==> src/rtl/signed_calc_pkg.sv <==
// Shared constants, FSM encoding and index/result types for the 7a-3b+6c inverse solver.
// Latency: none (declarations only).
// Backpressure: none (declarations only).
package signed_calc_pkg;

    localparam int W_IN  = 4;   // width of each solution operand a, b, c
    localparam int W_OUT = 8;   // width of target F; arithmetic is modulo 2^W_OUT
    localparam int KA    = 7;   // coefficient of a (added)
    localparam int KB    = 3;   // coefficient of b (subtracted)
    localparam int KC    = 6;   // coefficient of c (added)

    localparam int W_IDX = 3 * W_IN;

    typedef enum logic [1:0] {
        IDLE   = 2'd0,
        SEARCH = 2'd1,
        DONE   = 2'd2
    } state_e;

    // Candidate index packed as {c, b, a}: a is the fastest-moving field.
    typedef logic [W_IDX-1:0] idx_t;

    localparam idx_t IDX_MAX = '1;

    // Registered search outcome; operands are recovered from the index fields.
    typedef struct packed {
        logic found;
        idx_t index;
    } result_t;

endpackage

==> src/rtl/calc_eval.sv <==
// Combinational evaluator: value = KA*a - KB*b + KC*c (mod 2^W_OUT), match = (value == target).
// Latency: zero cycles, purely combinational.
// Backpressure: none; output follows inputs every cycle.
module calc_eval
    import signed_calc_pkg::*;
(
    input  logic [W_IN-1:0]  a,
    input  logic [W_IN-1:0]  b,
    input  logic [W_IN-1:0]  c,
    input  logic [W_OUT-1:0] target,
    output logic [W_OUT-1:0] value,
    output logic             match
);

    // Two guard bits keep the full signed range (-KB*max .. (KA+KC)*max) exact before truncation.
    localparam int WX = W_OUT + 2;

    localparam logic signed [WX-1:0] KA_X = WX'(KA);
    localparam logic signed [WX-1:0] KB_X = WX'(KB);
    localparam logic signed [WX-1:0] KC_X = WX'(KC);

    logic signed [WX-1:0] ax;
    logic signed [WX-1:0] bx;
    logic signed [WX-1:0] cx;
    logic signed [WX-1:0] sum;

    // Zero-extend the unsigned operands into signed intermediates and form the weighted sum.
    always_comb begin
        ax  = $signed(WX'(a));
        bx  = $signed(WX'(b));
        cx  = $signed(WX'(c));
        sum = KA_X * ax - KB_X * bx + KC_X * cx;
    end

    // Truncation gives the unsigned encoding, so a sum of -1 reads as all ones.
    assign value = W_OUT'(sum);
    assign match = (value == target);

endmodule

==> src/rtl/signed_calc_solver.sv <==
// Exhaustive inverse solver: finds the lowest {c,b,a} with KA*a - KB*b + KC*c == F (mod 2^W_OUT).
// Latency: one candidate per cycle; done pulses index+2 cycles after start, 2^(3*W_IN)+1 if none.
// Backpressure: i_start ignored while busy/done; optional early exit via CALC_SOLVER_ABORT_EN (i_abort).
module signed_calc_solver
    import signed_calc_pkg::*;
(
    input  logic              i_clk,
    input  logic              i_rst,
    input  logic              i_start,
    input  logic [W_OUT-1:0]  i_fu,
`ifdef CALC_SOLVER_ABORT_EN
    input  logic              i_abort,
`endif
    output logic              o_busy,
    output logic              o_done,
    output logic              o_found,
    output logic [W_IN-1:0]   o_au,
    output logic [W_IN-1:0]   o_bu,
    output logic [W_IN-1:0]   o_cu,
    output logic [W_IDX-1:0]  o_index
);

    state_e           state;
    state_e           state_nxt;
    logic [W_OUT-1:0] target;
    idx_t             idx;
    result_t          res;

    logic             accept;
    logic             step;
    logic             hit;
    logic             miss;
    logic             abort;
    logic             eval_match;
    logic [W_OUT-1:0] unused_value;

`ifdef CALC_SOLVER_ABORT_EN
    assign abort = i_abort;
`else
    assign abort = 1'b0;
`endif

    calc_eval u_eval (
        .a      (idx[W_IN-1:0]),
        .b      (idx[2*W_IN-1:W_IN]),
        .c      (idx[3*W_IN-1:2*W_IN]),
        .target (target),
        .value  (unused_value),
        .match  (eval_match)
    );

    // State register; reset drops any search in flight without a done pulse.
    always_ff @(posedge i_clk or posedge i_rst) begin
        if (i_rst) begin
            state <= IDLE;
        end else begin
            state <= state_nxt;
        end
    end

    // Next-state and control decode; abort outranks a match, a match outranks exhaustion.
    always_comb begin
        state_nxt = state;
        accept    = 1'b0;
        step      = 1'b0;
        hit       = 1'b0;
        miss      = 1'b0;
        o_busy    = 1'b0;
        o_done    = 1'b0;
        case (state)
            IDLE: begin
                if (i_start) begin
                    accept    = 1'b1;
                    state_nxt = SEARCH;
                end
            end
            SEARCH: begin
                o_busy = 1'b1;
                if (abort) begin
                    miss      = 1'b1;
                    state_nxt = DONE;
                end else if (eval_match) begin
                    hit       = 1'b1;
                    state_nxt = DONE;
                end else if (idx == IDX_MAX) begin
                    // Terminal check comes before the increment so idx never wraps.
                    miss      = 1'b1;
                    state_nxt = DONE;
                end else begin
                    step = 1'b1;
                end
            end
            DONE: begin
                o_done    = 1'b1;
                state_nxt = IDLE;
            end
            default: begin
                state_nxt = IDLE;
            end
        endcase
    end

    // Target/index/result registers; results are cleared on each accepted start and held otherwise.
    always_ff @(posedge i_clk or posedge i_rst) begin
        if (i_rst) begin
            target <= '0;
            idx    <= '0;
            res    <= '0;
        end else begin
            if (accept) begin
                target <= i_fu;
                idx    <= '0;
                res    <= '0;
            end else if (step) begin
                idx <= idx + 1'b1;
            end
            if (hit) begin
                res.found <= 1'b1;
                res.index <= idx;
            end else if (miss) begin
                res <= '0;
            end
        end
    end

    assign o_found = res.found;
    assign o_index = res.index;
    assign o_au    = res.index[W_IN-1:0];
    assign o_bu    = res.index[2*W_IN-1:W_IN];
    assign o_cu    = res.index[3*W_IN-1:2*W_IN];

endmodule

==> config.mk <==
export PLATFORM = sky130hd
export DESIGN_NAME = signed_calc_solver
export DESIGN_NICKNAME = d
export VERILOG_FILES = /design/src/rtl/signed_calc_pkg.sv /design/src/rtl/calc_eval.sv /design/src/rtl/signed_calc_solver.sv
export SDC_FILE = /design/constraint.sdc
export NUM_CORES = 1
export LEC_CHECK = 0
export ABC_AREA = 0
export CAP_MARGIN = 20
export CORE_MARGIN = 1
export CORE_UTILIZATION = 55
export DETAILED_ROUTE_END_ITERATION = 6
export PLACE_DENSITY_LB_ADDON = 0.3
export SYNTH_ARGS = -nofsm -noshare
export SYNTH_HDL_FRONTEND = slang
export SYNTH_SLANG_ARGS = --single-unit
==> constraint.sdc <==
create_clock -name i_clk -period 4.8 [get_ports i_clk]
set_input_delay 0.72 -clock i_clk [delete_from_list [all_inputs] [get_ports i_clk]]
set_output_delay 0.72 -clock i_clk [all_outputs]
set_load 0.01 [all_outputs]
==> flow_metrics.tcl, run 1 <==
set metrics [dict create \
    rr_startpoint "idx[2]" \
    globalRoute.totalOverflow 0 \
    syn_avg_cell_area_um2 9.380 \
    p_int_uw 403.3 \
    insertion_delay_ns 0.30 \
    clock_tree.buffer_depth 2 \
    grt_pass1_vias 2099 \
    syn_nets 329 \
    critPathKind "reg2reg" \
    start_util_pct 59.12 \
    irDropWorstVdd_mv 0.2171 \
    rows 24 \
    cts_tree "built" \
    fmax_ghz 0.2253 \
    finalNetCount 354 \
    vias 2098 \
    yosys-top-cells-area "dfrtp_1, ha_1, fa_1" \
    syn_inst 282 \
    htreeDepth 2 \
    worst_pin_slew_ns 1.004 \
    final_area_um2 3057 \
    fin_skew_ns 0.008562 \
    maxSlewViolCount 0 \
    power_uw 530.0 \
    antenna_left 0 \
    cp.required_ns 5.02 \
    synth_seq_cells 35 \
    synth_ff_type "dfrtp_1" \
    dpl_cell_area_um2 2964 \
    synth_async_sr_flop_share_pct 100.0 \
    cts_buffers 5 \
    synth-edff-count 0 \
    dr.pass1.iters 4 \
    start_kind "register" \
    wirelength_um 5938 \
    switchingPower_uw 126.7 \
    hold_viol 0 \
    rsz0062_at_grt "no" \
    slew-limit-headroom_pct 32.92 \
    yosysSeqAreaShare_pct 33.11 \
    setup_viol 0 \
    drt-vias-per-instance 5.828 \
    cts.sinks 35 \
    cts_root_buf "clkbuf_8" \
    post-dp-hpwl_um 4169 \
    min_to "target[0]" \
    dieArea_um2 5091 \
    routed-wl-met2_um 2850 \
    diodes 0 \
    critical_path.reg2reg.endpoint "idx[11]" \
    post-route-util_pct 68.32 \
    worst_slack_ns 0.3619 \
    cts_hold_buf 0 \
    tns_ns 0 \
    finalCritPeriodShare_pct 92.46 \
    area_growth_pct 15.56 \
    die_w_um 71.35 \
    core_area_um2 4474 \
    fp.dieH_um 71.35 \
    synth_warnings 0 \
    clkPwrFrac_pct 41.6 \
    wl_per_cell_um 16.49 \
    endpoint_kind "register" \
    gp_congestion 0.9033 \
    min_path_type "reg2reg" \
    path_max_fanout 21 \
    synth_top_area_share_pct 33.11 \
    drc_errors 0 \
    path_clk_slew_ns 0.08 \
    holdWs_ns 0.5046 \
    track_usage_pct 26.15 \
    min_path_cells 2 \
    wl_met1_um 2755 \
    outcome "finished clean" \
    grt_pass1_wl_um 10120 \
    cap_violations 0 \
    drive_above_1_share_pct 6.169 \
    grt_max_degree 36 \
    worstHoldStart "target[0]" \
    critPathArrivalTime_ns 4.66 \
    top_layer_used "met4" \
    wl_met3_um 262 \
    reg2reg_depth 15 \
    drt_iter0_markers 79 \
    dp_slack_ns 0.1863 \
    seq_power_share_pct 55.6 \
    synth_cell_type_count 42 \
    r2r_slack_ns 0.36 \
    yosys.area.top_type "dfrtp_1" \
    synth.cell_area_um2 2645 \
    layout.cells.non_filler 360 \
    powerDensity_nw_per_um2 173.4 \
    combPwrFrac_pct 2.8 \
    dp.cells 352 \
    ios 38 \
    p_leak_nw 1.483 \
    sw_frac_of_total_pct 23.90 \
    antenna_found_initial 0 \
    portBuffers 37 \
    ys_top_cells_by_count "inv_1, nand2_1, dfrtp_1" \
    timing.final.crit_period_ns 4.438 \
    synth_most_common_cell "inv_1" \
]
-- power groups by stage --
stage | clock network, mW | registers [mW] | logic, mW
after global placement | 0 | 0.300 | 0.0147
after detailed placement | 0 | 0.300 | 0.0151
after floorplan | 0 | 0.300 | 0.00443
final | 0.221 | 0.295 | 0.0148
after CTS | 0.223 | 0.295 | 0.0151
after global routing | 0.239 | 0.295 | 0.0168
-- cells in the final DEF, fill, tap and decap left out, drive strengths merged, types with 5 or more instances in the layout --
cell type and count:
nand2 36, xnor2 5, inv 37, nor3 5, a21oi 12, clkdlybuf4s50 37, o21ai 8, dfrtp 35
a32o 12, clkbuf 5, nand3 11, nor2 11, xor2 11, or3 5, ha 24, fa 12
-- flip-flops by register name, summed over array words and instances (netlist names) --
name,count
o_found,1
o_index,12
idx,12
state,2
target,8
-- how the worst max path moves through the flow --
stage           start     endpoint  slack, ns  cells after the start
2_1_floorplan  idx[2]       idx[0]       0.77                     16
5_1_grt        idx[2]      idx[11]       0.03                     16
4_1_cts        idx[2]  o_index[10]       0.16                     14
3_5_place_dp   idx[2]   o_index[3]       0.19                     14
6_report       idx[2]      idx[11]       0.36                     15
3_3_place_gp   idx[2]   o_index[4]       0.30                     14
-- area by class of cell --
cell class	instances	area [µm²]
clock inverters	3	20.02
fillers	349	1418
clock buffers	5	68.82
inverters	38	142.6
multi-input cells	187	1491
repair buffers	40	392.9
flip-flops and latches	35	875.8
well taps	52	65.06
-- per-layer routing --
metal | vias to the layer above | GRT usage, %
met3 | 6 | 4.923
met1 | 1041 | 34.63
met4 | 0 | 8.444
met2 | 50 | 43.60
li1 | 1001 | -
met5 | - | 0
-- critical path, stage by stage, from the launching register on --
cell and delay, ns:
dfrtp_1 0.53, fa_1 0.48, ha_1 0.22, inv_1 0.07
fa_1 0.42, fa_1 0.50, inv_1 0.05, ha_1 0.24
a211oi_2 0.34, nand4bb_1 0.17, nand3_1 0.07, o211ai_1 0.31
nor2_2 0.08, buf_4 0.21, or4_1 0.51, a21oi_1 0.15
-- cells by family after synthesis --
family / share of synthesized area (%)
fa+ha+maj: 20.44
xor+xnor: 5.582
compound gates: 14.29
mux: 1.135
flops: 33.11
simple gates: 14.81
buf+inv: 10.64
-- timing repair --
action	4_1_cts	5_1_grt
endpoints found under the setup margin	0	13
resized for setup	0	1
buffers inserted	0	0
No activity file was read; power rests on OpenSTA's default activity.
==> run 2: changes to the inputs <==
--- a/config.mk
+++ b/config.mk
@@ -9,6 +9,7 @@
 export CAP_MARGIN = 20
 export CORE_MARGIN = 1
 export CORE_UTILIZATION = 55
+export CTS_CLUSTER_SIZE = 24
 export DETAILED_ROUTE_END_ITERATION = 6
 export PLACE_DENSITY_LB_ADDON = 0.3
 export SYNTH_ARGS = -nofsm -noshare
==> results of run 2 <==
No change in the layout: final DEF, timing and power equal those of run 1.
